### src/rtl/alu_seq_pkg.sv
// Shared definitions for the sequential ALU: opcodes, FSM encoding and flag
// bit positions used by both the ALU and the control-unit decoder.
package alu_seq_pkg;

    localparam logic [3:0] OP_FWD = 4'd0;
    localparam logic [3:0] OP_ADD = 4'd1;
    localparam logic [3:0] OP_SUB = 4'd2;
    localparam logic [3:0] OP_AND = 4'd3;
    localparam logic [3:0] OP_OR  = 4'd4;
    localparam logic [3:0] OP_SLL = 4'd5;
    localparam logic [3:0] OP_SRL = 4'd6;
    localparam logic [3:0] OP_SRA = 4'd7;
    localparam logic [3:0] OP_ROR = 4'd8;
    localparam logic [3:0] OP_MUL = 4'd9;

    typedef enum logic {
        ST_IDLE = 1'b0,
        ST_MUL  = 1'b1
    } state_e;

    localparam int FLAG_ZERO  = 0;
    localparam int FLAG_CARRY = 1;
    localparam int FLAG_NEG   = 2;
    localparam int FLAG_OVF   = 3;
    localparam int FLAG_W     = 4;

    function automatic logic is_mul(input logic [3:0] op);
        return (op == OP_MUL);
    endfunction

endpackage

### src/rtl/alu_seq_if.sv
// Operand/result bundle between the control unit (master) and the ALU (slave).
interface alu_seq_if #(parameter int WIDTH = 8);

    logic             start;
    logic [3:0]       select;
    logic [WIDTH-1:0] data1;
    logic [WIDTH-1:0] data2;
    logic [WIDTH-1:0] result;
    logic             zero;
    logic             carry;
    logic             neg;
    logic             ovf;
    logic             busy;
    logic             done;

    modport master (
        output start, select, data1, data2,
        input  result, zero, carry, neg, ovf, busy, done
    );

    modport slave (
        input  start, select, data1, data2,
        output result, zero, carry, neg, ovf, busy, done
    );

endinterface

### src/rtl/alu_seq_shifter.sv
// Combinational barrel shifter for SLL/SRL/SRA/ROR; out-of-range amounts
// saturate for the linear shifts while ROR wraps modulo WIDTH.
module alu_seq_shifter
    import alu_seq_pkg::*;
#(
    parameter int WIDTH = 8
) (
    input  logic [3:0]       op,
    input  logic [WIDTH-1:0] value,
    input  logic [WIDTH-1:0] amount,
    output logic [WIDTH-1:0] shifted
);

    localparam int SHW = $clog2(WIDTH);

    logic             big_s;
    logic [SHW-1:0]   sh_s;
    logic [2*WIDTH-1:0] rot_s;

    // WIDTH is a power of two, so any set bit above the index field means amount >= WIDTH
    assign big_s = |amount[WIDTH-1:SHW];
    assign sh_s  = amount[SHW-1:0];
    assign rot_s = {value, value} >> sh_s;

    // Select shift flavour and apply saturation
    always_comb begin
        shifted = '0;
        case (op)
            OP_SLL: begin
                if (big_s) shifted = '0;
                else       shifted = value << sh_s;
            end
            OP_SRL: begin
                if (big_s) shifted = '0;
                else       shifted = value >> sh_s;
            end
            OP_SRA: begin
                if (big_s) shifted = {WIDTH{value[WIDTH-1]}};
                else       shifted = WIDTH'($signed(value) >>> sh_s);
            end
            OP_ROR:  shifted = rot_s[WIDTH-1:0];
            default: shifted = '0;
        endcase
    end

endmodule

### src/rtl/alu_seq.sv
// Registered ALU with single-cycle ops and an iterative shift-add multiplier;
// START/BUSY/DONE lets the control unit stall while MUL iterates.
module alu_seq
    import alu_seq_pkg::*;
#(
    parameter int WIDTH = 8
) (
    input  logic       clk,
    input  logic       rst_n,
    alu_seq_if.slave   bus
);

    localparam int SHW = $clog2(WIDTH);
    localparam logic [SHW-1:0] CNT_LAST = SHW'(WIDTH - 1);

    state_e               state_r, state_n;
    logic [WIDTH-1:0]     result_r;
    logic [FLAG_W-1:0]    flags_r;
    logic                 busy_r, done_r;
    logic [2*WIDTH-1:0]   mcand_r, acc_r, acc_next_s;
    logic [WIDTH-1:0]     mplier_r;
    logic [SHW-1:0]       cnt_r;

    logic [WIDTH-1:0]     shift_s, alu_res_s, res_s;
    logic [WIDTH:0]       sum_s, diff_s;
    logic                 alu_carry_s, alu_ovf_s, carry_s, ovf_s;
    logic                 load_s, mul_start_s, mul_step_s;

    alu_seq_shifter #(.WIDTH(WIDTH)) u_shifter (
        .op      (bus.select),
        .value   (bus.data1),
        .amount  (bus.data2),
        .shifted (shift_s)
    );

    assign sum_s      = {1'b0, bus.data1} + {1'b0, bus.data2};
    assign diff_s     = {1'b0, bus.data1} - {1'b0, bus.data2};
    assign acc_next_s = acc_r + (mplier_r[0] ? mcand_r : {(2*WIDTH){1'b0}});

    // Single-cycle datapath; MUL and illegal opcodes yield zero here
    always_comb begin
        alu_res_s   = '0;
        alu_carry_s = 1'b0;
        alu_ovf_s   = 1'b0;
        case (bus.select)
            OP_FWD: alu_res_s = bus.data2;
            OP_ADD: begin
                alu_res_s   = sum_s[WIDTH-1:0];
                alu_carry_s = sum_s[WIDTH];
                alu_ovf_s   = (bus.data1[WIDTH-1] == bus.data2[WIDTH-1]) &&
                              (sum_s[WIDTH-1] != bus.data1[WIDTH-1]);
            end
            OP_SUB: begin
                alu_res_s   = diff_s[WIDTH-1:0];
                alu_carry_s = diff_s[WIDTH];
                alu_ovf_s   = (bus.data1[WIDTH-1] != bus.data2[WIDTH-1]) &&
                              (diff_s[WIDTH-1] != bus.data1[WIDTH-1]);
            end
            OP_AND: alu_res_s = bus.data1 & bus.data2;
            OP_OR:  alu_res_s = bus.data1 | bus.data2;
            OP_SLL, OP_SRL, OP_SRA, OP_ROR: alu_res_s = shift_s;
            default: alu_res_s = '0;
        endcase
    end

    // FSM next-state and load/step controls
    always_comb begin
        state_n     = state_r;
        load_s      = 1'b0;
        mul_start_s = 1'b0;
        mul_step_s  = 1'b0;
        res_s       = '0;
        carry_s     = 1'b0;
        ovf_s       = 1'b0;
        case (state_r)
            ST_IDLE: begin
                if (bus.start) begin
                    if (is_mul(bus.select)) begin
                        mul_start_s = 1'b1;
                        state_n     = ST_MUL;
                    end else begin
                        load_s  = 1'b1;
                        res_s   = alu_res_s;
                        carry_s = alu_carry_s;
                        ovf_s   = alu_ovf_s;
                    end
                end else begin
                    state_n = ST_IDLE;
                end
            end
            ST_MUL: begin
                mul_step_s = 1'b1;
                if (cnt_r == CNT_LAST) begin
                    load_s  = 1'b1;
                    res_s   = acc_next_s[WIDTH-1:0];
                    ovf_s   = |acc_next_s[2*WIDTH-1:WIDTH];
                    state_n = ST_IDLE;
                end else begin
                    state_n = ST_MUL;
                end
            end
            default: state_n = ST_IDLE;
        endcase
    end

    // State, result/flag registers and multiplier iterator
    always_ff @(posedge clk or negedge rst_n) begin
        if (!rst_n) begin
            state_r  <= ST_IDLE;
            result_r <= '0;
            flags_r  <= '0;
            busy_r   <= 1'b0;
            done_r   <= 1'b0;
            mcand_r  <= '0;
            mplier_r <= '0;
            acc_r    <= '0;
            cnt_r    <= '0;
        end else begin
            state_r <= state_n;
            busy_r  <= (state_n == ST_MUL);
            done_r  <= load_s;
            if (load_s) begin
                result_r            <= res_s;
                flags_r[FLAG_ZERO]  <= (res_s == '0);
                flags_r[FLAG_CARRY] <= carry_s;
                flags_r[FLAG_NEG]   <= res_s[WIDTH-1];
                flags_r[FLAG_OVF]   <= ovf_s;
            end
            if (mul_start_s) begin
                mcand_r  <= {{WIDTH{1'b0}}, bus.data1};
                mplier_r <= bus.data2;
                acc_r    <= '0;
                cnt_r    <= '0;
            end else if (mul_step_s) begin
                acc_r    <= acc_next_s;
                mcand_r  <= mcand_r << 1;
                mplier_r <= mplier_r >> 1;
                cnt_r    <= cnt_r + 1'b1;
            end
        end
    end

    assign bus.result = result_r;
    assign bus.zero   = flags_r[FLAG_ZERO];
    assign bus.carry  = flags_r[FLAG_CARRY];
    assign bus.neg    = flags_r[FLAG_NEG];
    assign bus.ovf    = flags_r[FLAG_OVF];
    assign bus.busy   = busy_r;
    assign bus.done   = done_r;

endmodule

### src/flat_wrapper.sv
// flat-port wrapper written by rule: the top's interface ports become plain ports
module alu_seq_flat import alu_seq_pkg::*;
#(
    parameter int WIDTH = 8
)
  (clk, rst_n, bus_start, bus_select, bus_data1, bus_data2, bus_result, bus_zero, bus_carry, bus_neg, bus_ovf, bus_busy, bus_done);
  alu_seq_if #(.WIDTH(WIDTH)) bus_i ();
  input  logic clk;
  input  logic rst_n;
  input wire logic [$bits(bus_i.start)-1:0] bus_start;
  input wire logic [$bits(bus_i.select)-1:0] bus_select;
  input wire logic [$bits(bus_i.data1)-1:0] bus_data1;
  input wire logic [$bits(bus_i.data2)-1:0] bus_data2;
  output wire logic [$bits(bus_i.result)-1:0] bus_result;
  output wire logic [$bits(bus_i.zero)-1:0] bus_zero;
  output wire logic [$bits(bus_i.carry)-1:0] bus_carry;
  output wire logic [$bits(bus_i.neg)-1:0] bus_neg;
  output wire logic [$bits(bus_i.ovf)-1:0] bus_ovf;
  output wire logic [$bits(bus_i.busy)-1:0] bus_busy;
  output wire logic [$bits(bus_i.done)-1:0] bus_done;
  assign bus_i.start = bus_start;
  assign bus_i.select = bus_select;
  assign bus_i.data1 = bus_data1;
  assign bus_i.data2 = bus_data2;
  assign bus_result = bus_i.result;
  assign bus_zero = bus_i.zero;
  assign bus_carry = bus_i.carry;
  assign bus_neg = bus_i.neg;
  assign bus_ovf = bus_i.ovf;
  assign bus_busy = bus_i.busy;
  assign bus_done = bus_i.done;
  alu_seq #(.WIDTH(WIDTH)) u_core (.clk(clk), .rst_n(rst_n), .bus(bus_i));
endmodule
### config.mk
export PLATFORM = sky130hd
export DESIGN_NAME = alu_seq_flat
export DESIGN_NICKNAME = d
export VERILOG_FILES = /design/src/rtl/alu_seq_pkg.sv /design/src/rtl/alu_seq_if.sv /design/src/rtl/alu_seq_shifter.sv /design/src/rtl/alu_seq.sv /design/src/flat_wrapper.sv
export SDC_FILE = /design/constraint.sdc
export NUM_CORES = 1
export LEC_CHECK = 0
export BUFFER_PORTS_ARGS = -buffer_cell sky130_fd_sc_hd__buf_2
export CORE_ASPECT_RATIO = 0.5
export CORE_MARGIN = 4
export CORE_UTILIZATION = 45
export CTS_BUF_LIST = sky130_fd_sc_hd__clkbuf_4
export DETAILED_ROUTE_END_ITERATION = 8
export PLACE_DENSITY = 0.61
export SLEW_MARGIN = 0
export SYNTH_ARGS = -nofsm -noshare
export SYNTH_HDL_FRONTEND = slang
export SYNTH_SLANG_ARGS = --single-unit
export TNS_END_PERCENT = 50
### constraint.sdc
create_clock -name clk -period 4.7 [get_ports clk]
set_clock_uncertainty 0.05 [all_clocks]
set_input_delay 0.94 -clock clk [delete_from_list [all_inputs] [get_ports clk]]
set_output_delay 0.94 -clock clk [all_outputs]
set_load 0.005 [all_outputs]
==> summary.txt, run 1 <==
Outcome - complete, no violations
Multiplexer share of the synthesized area - 7.47%
Worst Path Max Fanout - 8
Tightest Pin Transition - 916 ps
Synth area leader - dfrtp_1
HP Class - in2async
Synthesized area - 5190 um2
Max Fclk - 0.263 GHz
N_diodes - 0
Global-route wire length before repair - 24300 um
GRT overflow - 0
Total negative slack - 0 ps
CP Data Required Time - 4970 ps
Library cells used by synthesis - 71
Sequential share of power - 43.2%
IO Pins - 37
Pin count of the biggest net entering global routing - 55
Filler cells - 1125
Adder-Cell Fraction of Synth Area - 11.3%
Die width - 160 um
Final setup fails - 0
Detailed-route DRC error count - 0
Post-CTS Hold Buffers - 0
RSZ-0062 raised after global routing - no
Worst path cell trace - buf_2, inv_1, ha_1, fa_1, o21bai_1, a2111oi_0, or4_1, or4_1, a22oi_1, and3_1, and4bb_1, a32o_1
DR WL/cell - 18.4 um
Die Y-Extent - 84.0 um
Met1 WL - 7100 um
WL final - 14700 um
Crit path launch type - input port
Setup Crit Path Kind - in2reg
P_leak - 2.50 nW
Num CTS Buffers - 5
CP Capture Type - register
P&R area growth vs syn - 6.36%
CP delay by family, top - simple AND/OR/NAND/NOR gates
Initial Util - 46.6%
Post-synth top area share - 27.0%
H-tree depth - 2
Peak VDD IR - 0.216 mV
Synth area leaders - dfrtp_1 27%, ha_1 10%, nand2_1 7.1%
Max incr delay on CP - 570 ps
Share of cells above drive strength 1 - 12.2%
Post-DP HPWL - 11100 um
Crit path time final - 3800 ps
Share of flip-flops with an asynchronous set or reset - 100%
CP max stage cell - or4_1
Clk Latency, worst-skew pair - 380 ps
Total of max-cap violations - 0
Clk pwr share - 11.5%
Number of synthesized flops with an enable pin - 0
Combinational family with the most area after synthesis - compound AO/OA/AOI/OAI gates
Starting DRT DRC Count - 455
Routed Antenna Nets - 0
Syn Nets - 711
Int Power - 1.09 mW
Post_cts resized - 0
Combinational Power Share - 45.4%
Max clock buf depth - 2
#FFs+latches synth - 56
Postcts setup bufs - 0
Crit share post-route - 80.8%
Worst Path Arrival - 4070 ps
Vias/cell - 6.10
Sink Count - 56
Core Area - 11100 um2
Vias in the first global route - 4549
Mapped Cells - 643
Total power per unit cell area - 346 nW/um2
Uppermost layer routed - met4
Synth Area in Compound Gates - 23.5%
Sw frac - 43.0%
Final Hold Fails - 0
PortBufs - 36
Synth warnings - 0
Pre-Repair DR Iteration Count - 5
Hold_ws - 296 ps
Die area - 13400 um2
TritonCTS clock tree - built
Average cell area after synthesis - 8.08 um2
Post-Synth XOR/XNOR Area - 2.36%
Met3 WL post-DR - 958 um
Rows - 27
Placer Congestion - 0.969
Root Buffer - clkbuf_4
Net Sw Power - 822 uW
Post-synth top flop - dfrtp_1
Routed length on met2 - 6450 um
Seq/Total Area, Yosys - 27.0%
Antenna violations before repair - 0
Gr usage total - 21.8%
Nets - 724
CTS clock-pin slew for the worst setup and hold paths - 160 ps
Simple-gate share of the synthesized area - 23.0%
Cells on worst reg2reg path - 11
CP Buf/Inv Count - 2
Crit path top cell by count - or4_1
Slew Limit Fails - 0
Rel. slew slack - 38.5%
Crit path depth - 12
Routed vias - 4895
path summary, 6_finish.rpt:
| check | startpoint | endpoint | slack (ps) |
|---|---|---|---|
| hold reg to reg | u_core.bus.result[5] | u_core.bus.result[5] | 440 |
| hold / removal | rst_n | u_core.bus.result[2] | 300 |
| setup reg to reg | u_core.mplier_r[0] | u_core.flags_r[3] | 990 |
| setup / recovery | bus_data1[0] | u_core.flags_r[0] | 900 |
| max in group asynchronous | rst_n | u_core.state_r | 3440 |
| min in group clk | u_core.bus.result[5] | u_core.bus.result[5] | 440 |
synth_stat cells (6+ instances only):
master,number
ha_1,42
xnor2_1,9
buf_2,6
nand2b_1,7
o21ai_0,53
dfrtp_1,56
nor3_1,16
o21bai_1,7
a211oi_1,10
mux2i_1,14
nand3_1,16
nand2_1,98
o31ai_1,6
mux4_2,9
clkbuf_1,29
inv_1,28
and2_1,18
nor2_1,48
a21oi_1,42
o211ai_1,8
placed cells by master, fill, tap and decap left out, types with 5 or more instances in the layout:
cell type / synthesis / final
a211oi_1: 10 / 10
a21oi_1: 42 / 42
a221oi_1: 5 / 5
a31oi_1: 5 / 5
and2_1: 18 / 18
buf_2: 6 / 36
buf_4: 4 / 11
clkbuf_4: 0 / 5
dfrtp_1: 56 / 55
ha_1: 42 / 42
inv_1: 28 / 28
mux2i_1: 14 / 14
mux4_2: 9 / 9
nand2_1: 98 / 97
nand2b_1: 7 / 7
nand3_1: 16 / 16
nand4_1: 5 / 5
nor2_1: 48 / 48
nor2b_1: 5 / 5
nor3_1: 16 / 16
o211ai_1: 8 / 8
o21ai_0: 53 / 53
o21bai_1: 7 / 7
o22a_1: 5 / 5
o31ai_1: 6 / 6
xnor2_1: 9 / 9
xor2_1: 5 / 5
cell type report:
cell class	instances	area, um2	share of cell area, %
sequential	56	1400	25.4
tap	145	181	3.28
inverter	29	109	1.97
multi-input combinational	517	3510	63.5
clock buffer	5	37.5	0.679
timing repair buffer	47	263	4.76
clock inverter	3	21.3	0.385
power groups by stage:
stage / clock (mW) / combinational [mW] / sequential, mW
floorplan: 0 / 0.663 / 0.770
global placement: 0 / 0.852 / 0.834
detailed placement: 0 / 0.868 / 0.837
CTS: 0.232 / 0.867 / 0.827
global route: 0.256 / 0.987 / 0.860
finish: 0.219 / 0.867 / 0.825
cell families after synthesis:
group           after synthesis
compound gates              185
xor+xnor                     14
fa+ha+maj                    45
buf+inv                      70
flops                        56
mux                          27
simple gates                246
routing by layer:
metal / vias up / GRT usage, %
li1: 2363 / -
met1: 2316 / 33.1
met2: 198 / 33.4
met3: 18 / 2.27
met4: 0 / 4.76
met5: - / 0
metrics by stage:
step | power, mW | area (um2) | cells | setup slack (ps) | util (%)
detailed placement | 1.70 | 5470 | 794 | 586 | 49.0
CTS | 1.93 | 5530 | 802 | 977 | 49.6
global placement | 1.69 | 5470 | 794 | 667 | 49.0
finish | 1.91 | 5530 | 802 | 901 | 49.6
global route | 2.10 | 5530 | 802 | 752 | 49.6
floorplan | 1.43 | 5190 | 643 | 840 | -
registers in the layout, summed over array words and instances, names as in the netlist:
register           count
u_core.bus.result      7
u_core.flags_r         4
u_core.acc_r          16
u_core.cnt_r           3
u_core.mplier_r        8
u_core.bus.done        1
u_core.mcand_r        16
u_core.state_r         1
Note: power is estimated with default switching activity, not from simulation.
==> run 2, diff against run 1 <==
--- a/config.mk
+++ b/config.mk
@@ -5,6 +5,7 @@
 export SDC_FILE = /design/constraint.sdc
 export NUM_CORES = 1
 export LEC_CHECK = 0
+export ABC_AREA = 1
 export BUFFER_PORTS_ARGS = -buffer_cell sky130_fd_sc_hd__buf_2
 export CORE_ASPECT_RATIO = 0.5
 export CORE_MARGIN = 4
==> constraint.sdc (replaced) <==
create_clock -name clk -period 3.5 [get_ports clk]
set_clock_uncertainty 0.05 [all_clocks]
set_input_delay 0.7 -clock clk [delete_from_list [all_inputs] [get_ports clk]]
set_output_delay 0.7 -clock clk [all_outputs]
set_load 0.005 [all_outputs]
==> run 2 against run 1 <==
Utilization increased by 0.93 points. Synthesized cell count increased by 28%. Sequential power increased by 27%. Flip-flop and latch count unchanged. Register-to-register slack got worse by 260 ps.
==> summary.txt, run 2 <==
Outcome - complete, no violations
Total power per unit cell area - 464 nW/um2
H-tree depth - 2
Antenna violations before repair - 0
Synth top cells by count - 277 x nand2_1, 109 x inv_1, 83 x nand3_1
CP Data Required Time - 3750 ps
CP Capture Type - register
R2R Setup Slk - 730 ps
Root Buffer - clkbuf_4
Share of cells above drive strength 1 - 9.15%
Routed vias - 5385
Crit path launch type - register
Worst Path Arrival - 3010 ps
Slew Limit Fails - 0
#FFs+latches synth - 56
Commonest cells after routing, fill and taps aside - 277 x nand2_1, 109 x inv_1, 83 x nand3_1
Post-synth top area share - 26.6%
Crit path top cell by count - nand2_1
Final setup fails - 0
Most common cell after layout, fill and taps aside - nand2_1
Cells on worst reg2reg path - 16
Post-DP HPWL - 12400 um
TritonCTS clock tree - built
Post-synth top flop - dfrtp_1
Initial Util - 47.0%
Max Fclk - 0.361 GHz
Synth area leaders - dfrtp_1 27%, nand2_1 20%, ha_1 10%
Largest regs - u_core.acc_r x16, u_core.mcand_r x16, u_core.mplier_r x8
Pin count of the biggest net entering global routing - 43
DR WL/cell - 15.4 um
Synthesized area - 5270 um2
Final Hold Fails - 0
Setup Crit Path Kind - reg2reg
Seq/Total Area, Yosys - 26.6%
Worst Path Max Fanout - 17
Synth area leader - dfrtp_1
PortBufs - 36
Die width - 161 um
Crit path time final - 2770 ps
Global-route wire length before repair - 25600 um
Rows - 27
Syn Nets - 892
Rel. slew slack - 35.3%
Nets - 919
Most numerous cell in the Yosys netlist - nand2_1
Fin util - 50.5%
P&R area growth vs syn - 7.40%
Die area - 13600 um2
Max clock buf depth - 2
Post_cts resized - 0
Number of synthesized flops with an enable pin - 0
Placer Congestion - 0.917
P_leak - 3.26 nW
Filler cells - 1207
GRT overflow - 0
Mapped Cells - 824
Crit share post-route - 79.1%
N_diodes - 0
Worst path cell trace - nand2_1, inv_1, ha_1, fa_1, nand3_1, nand3_1, a21boi_0, inv_1, nand2_1, nand2_1, xnor2_1, nand2_1, nor2_1, nand2_1, nand2_1, nand2_1
Die Y-Extent - 84.5 um
Vias in the first global route - 5211
CP max stage cell - dfrtp_1
Library cells used by synthesis - 40
Tightest Pin Transition - 971 ps
Gr usage total - 23.2%
Postcts setup bufs - 0
IO Pins - 37
Average cell area after synthesis - 6.40 um2
Synth warnings - 0
Num CTS Buffers - 5
HP Class - in2async
Clk Latency, worst-skew pair - 390 ps
Peak VDD IR - 0.280 mV
RSZ-0062 raised after global routing - no
Share of flip-flops with an asynchronous set or reset - 100%
Core Area - 11200 um2
Total of max-cap violations - 0
Vias/cell - 5.33
Max incr delay on CP - 610 ps
Total negative slack - 0 ps
Sink Count - 56
Routed Antenna Nets - 0
CTS clock-pin slew for the worst setup and hold paths - 170 ps
WL final - 15500 um
Post-CTS Hold Buffers - 0
Starting DRT DRC Count - 435
Detailed-route DRC error count - 0
Pre-Repair DR Iteration Count - 5
-- run 2: cell types whose count changed after synthesis, sizes merged, moves of 13 or more --
cell | before | now
and2 | 18 | 2
clkbuf | 29 | 8
inv | 29 | 119
mux2i | 14 | 0
nand2 | 98 | 278
nand3 | 16 | 85
nor2 | 48 | 76
o21ai | 53 | 23
o221ai | 3 | 16
-- run 2: final timing paths --
| check | start | to |
|---|---|---|
| worst max register to register | u_core.mplier_r[0] | u_core.flags_r[3] |
| worst min register to register | u_core.bus.result[1] | u_core.bus.result[1] |
| worst min-delay path | rst_n | u_core.mcand_r[8] |
| worst max-delay path | u_core.mplier_r[0] | u_core.flags_r[3] |
| max in group asynchronous | rst_n | u_core.mplier_r[7] |
| min in group clk | u_core.bus.result[1] | u_core.bus.result[1] |
-- run 2: layout make-up --
cell class	instances	area (um2)	area share (%)
timing repair buffer	42	225	3.98
tap	159	199	3.51
multi-input combinational	626	3310	58.4
clock buffer	6	45.0	0.795
sequential	56	1400	24.7
inverter	120	450	7.95
clock inverter	2	35.0	0.619
-- run 2: kinds of logic (layout without fill, tap and decap cells) --
group / count (synthesis) / count (layout) / share of synthesized area (%)
flops: 56 / 56 / 26.6
xor+xnor: 12 / 12 / 1.99
buf+inv: 142 / 170 / 10.7
simple gates: 468 / 468 / 37.3
compound gates: 101 / 101 / 12.3
fa+ha+maj: 45 / 45 / 11.1
-- run 2: critical path, delay by kind of cell (launching register included) --
family                     cells  cell delay, ps
AOI/OAI and AO/OA              1             190
xor gates and xnor gates       1             180
buffers and inverters          2             140
adders and majority gates      2             600
and+or+nand+nor               10             920
DFF                            1             610
-- run 2: through the flow --
| step | hold slack (ps) | cell area, um2 | worst slack [ps] | std cells | total power [mW] |
|---|---|---|---|---|---|
| global placement | 413 | 5580 | 456 | 1003 | 2.26 |
| global route | 447 | 5660 | 478 | 1011 | 2.87 |
| floorplan | 354 | 5270 | 863 | 824 | 1.90 |
| detailed placement | 414 | 5580 | 440 | 1003 | 2.28 |
| finish | 390 | 5660 | 733 | 1011 | 2.63 |
| CTS | 409 | 5660 | 722 | 1011 | 2.65 |
-- run 2: layer usage --
layer	share of wire, %	track usage [%]	up-vias
met1	47	31.7	2499
met5	0	0	-
met3	5.4	2.40	30
met2	45	39.1	142
met4	2.4	6.73	0
li1	-	-	2714
-- run 2: power by group --
group / total [mW] / switching [mW] / leakage (nW) / internal [mW]
Combinational: 1.21 / 0.778 / 2.47 / 0.436
Sequential: 1.05 / 0.171 / 0.750 / 0.879
Clock: 0.364 / 0.207 / 0.0456 / 0.158
Total: 2.63 / 1.16 / 3.26 / 1.47
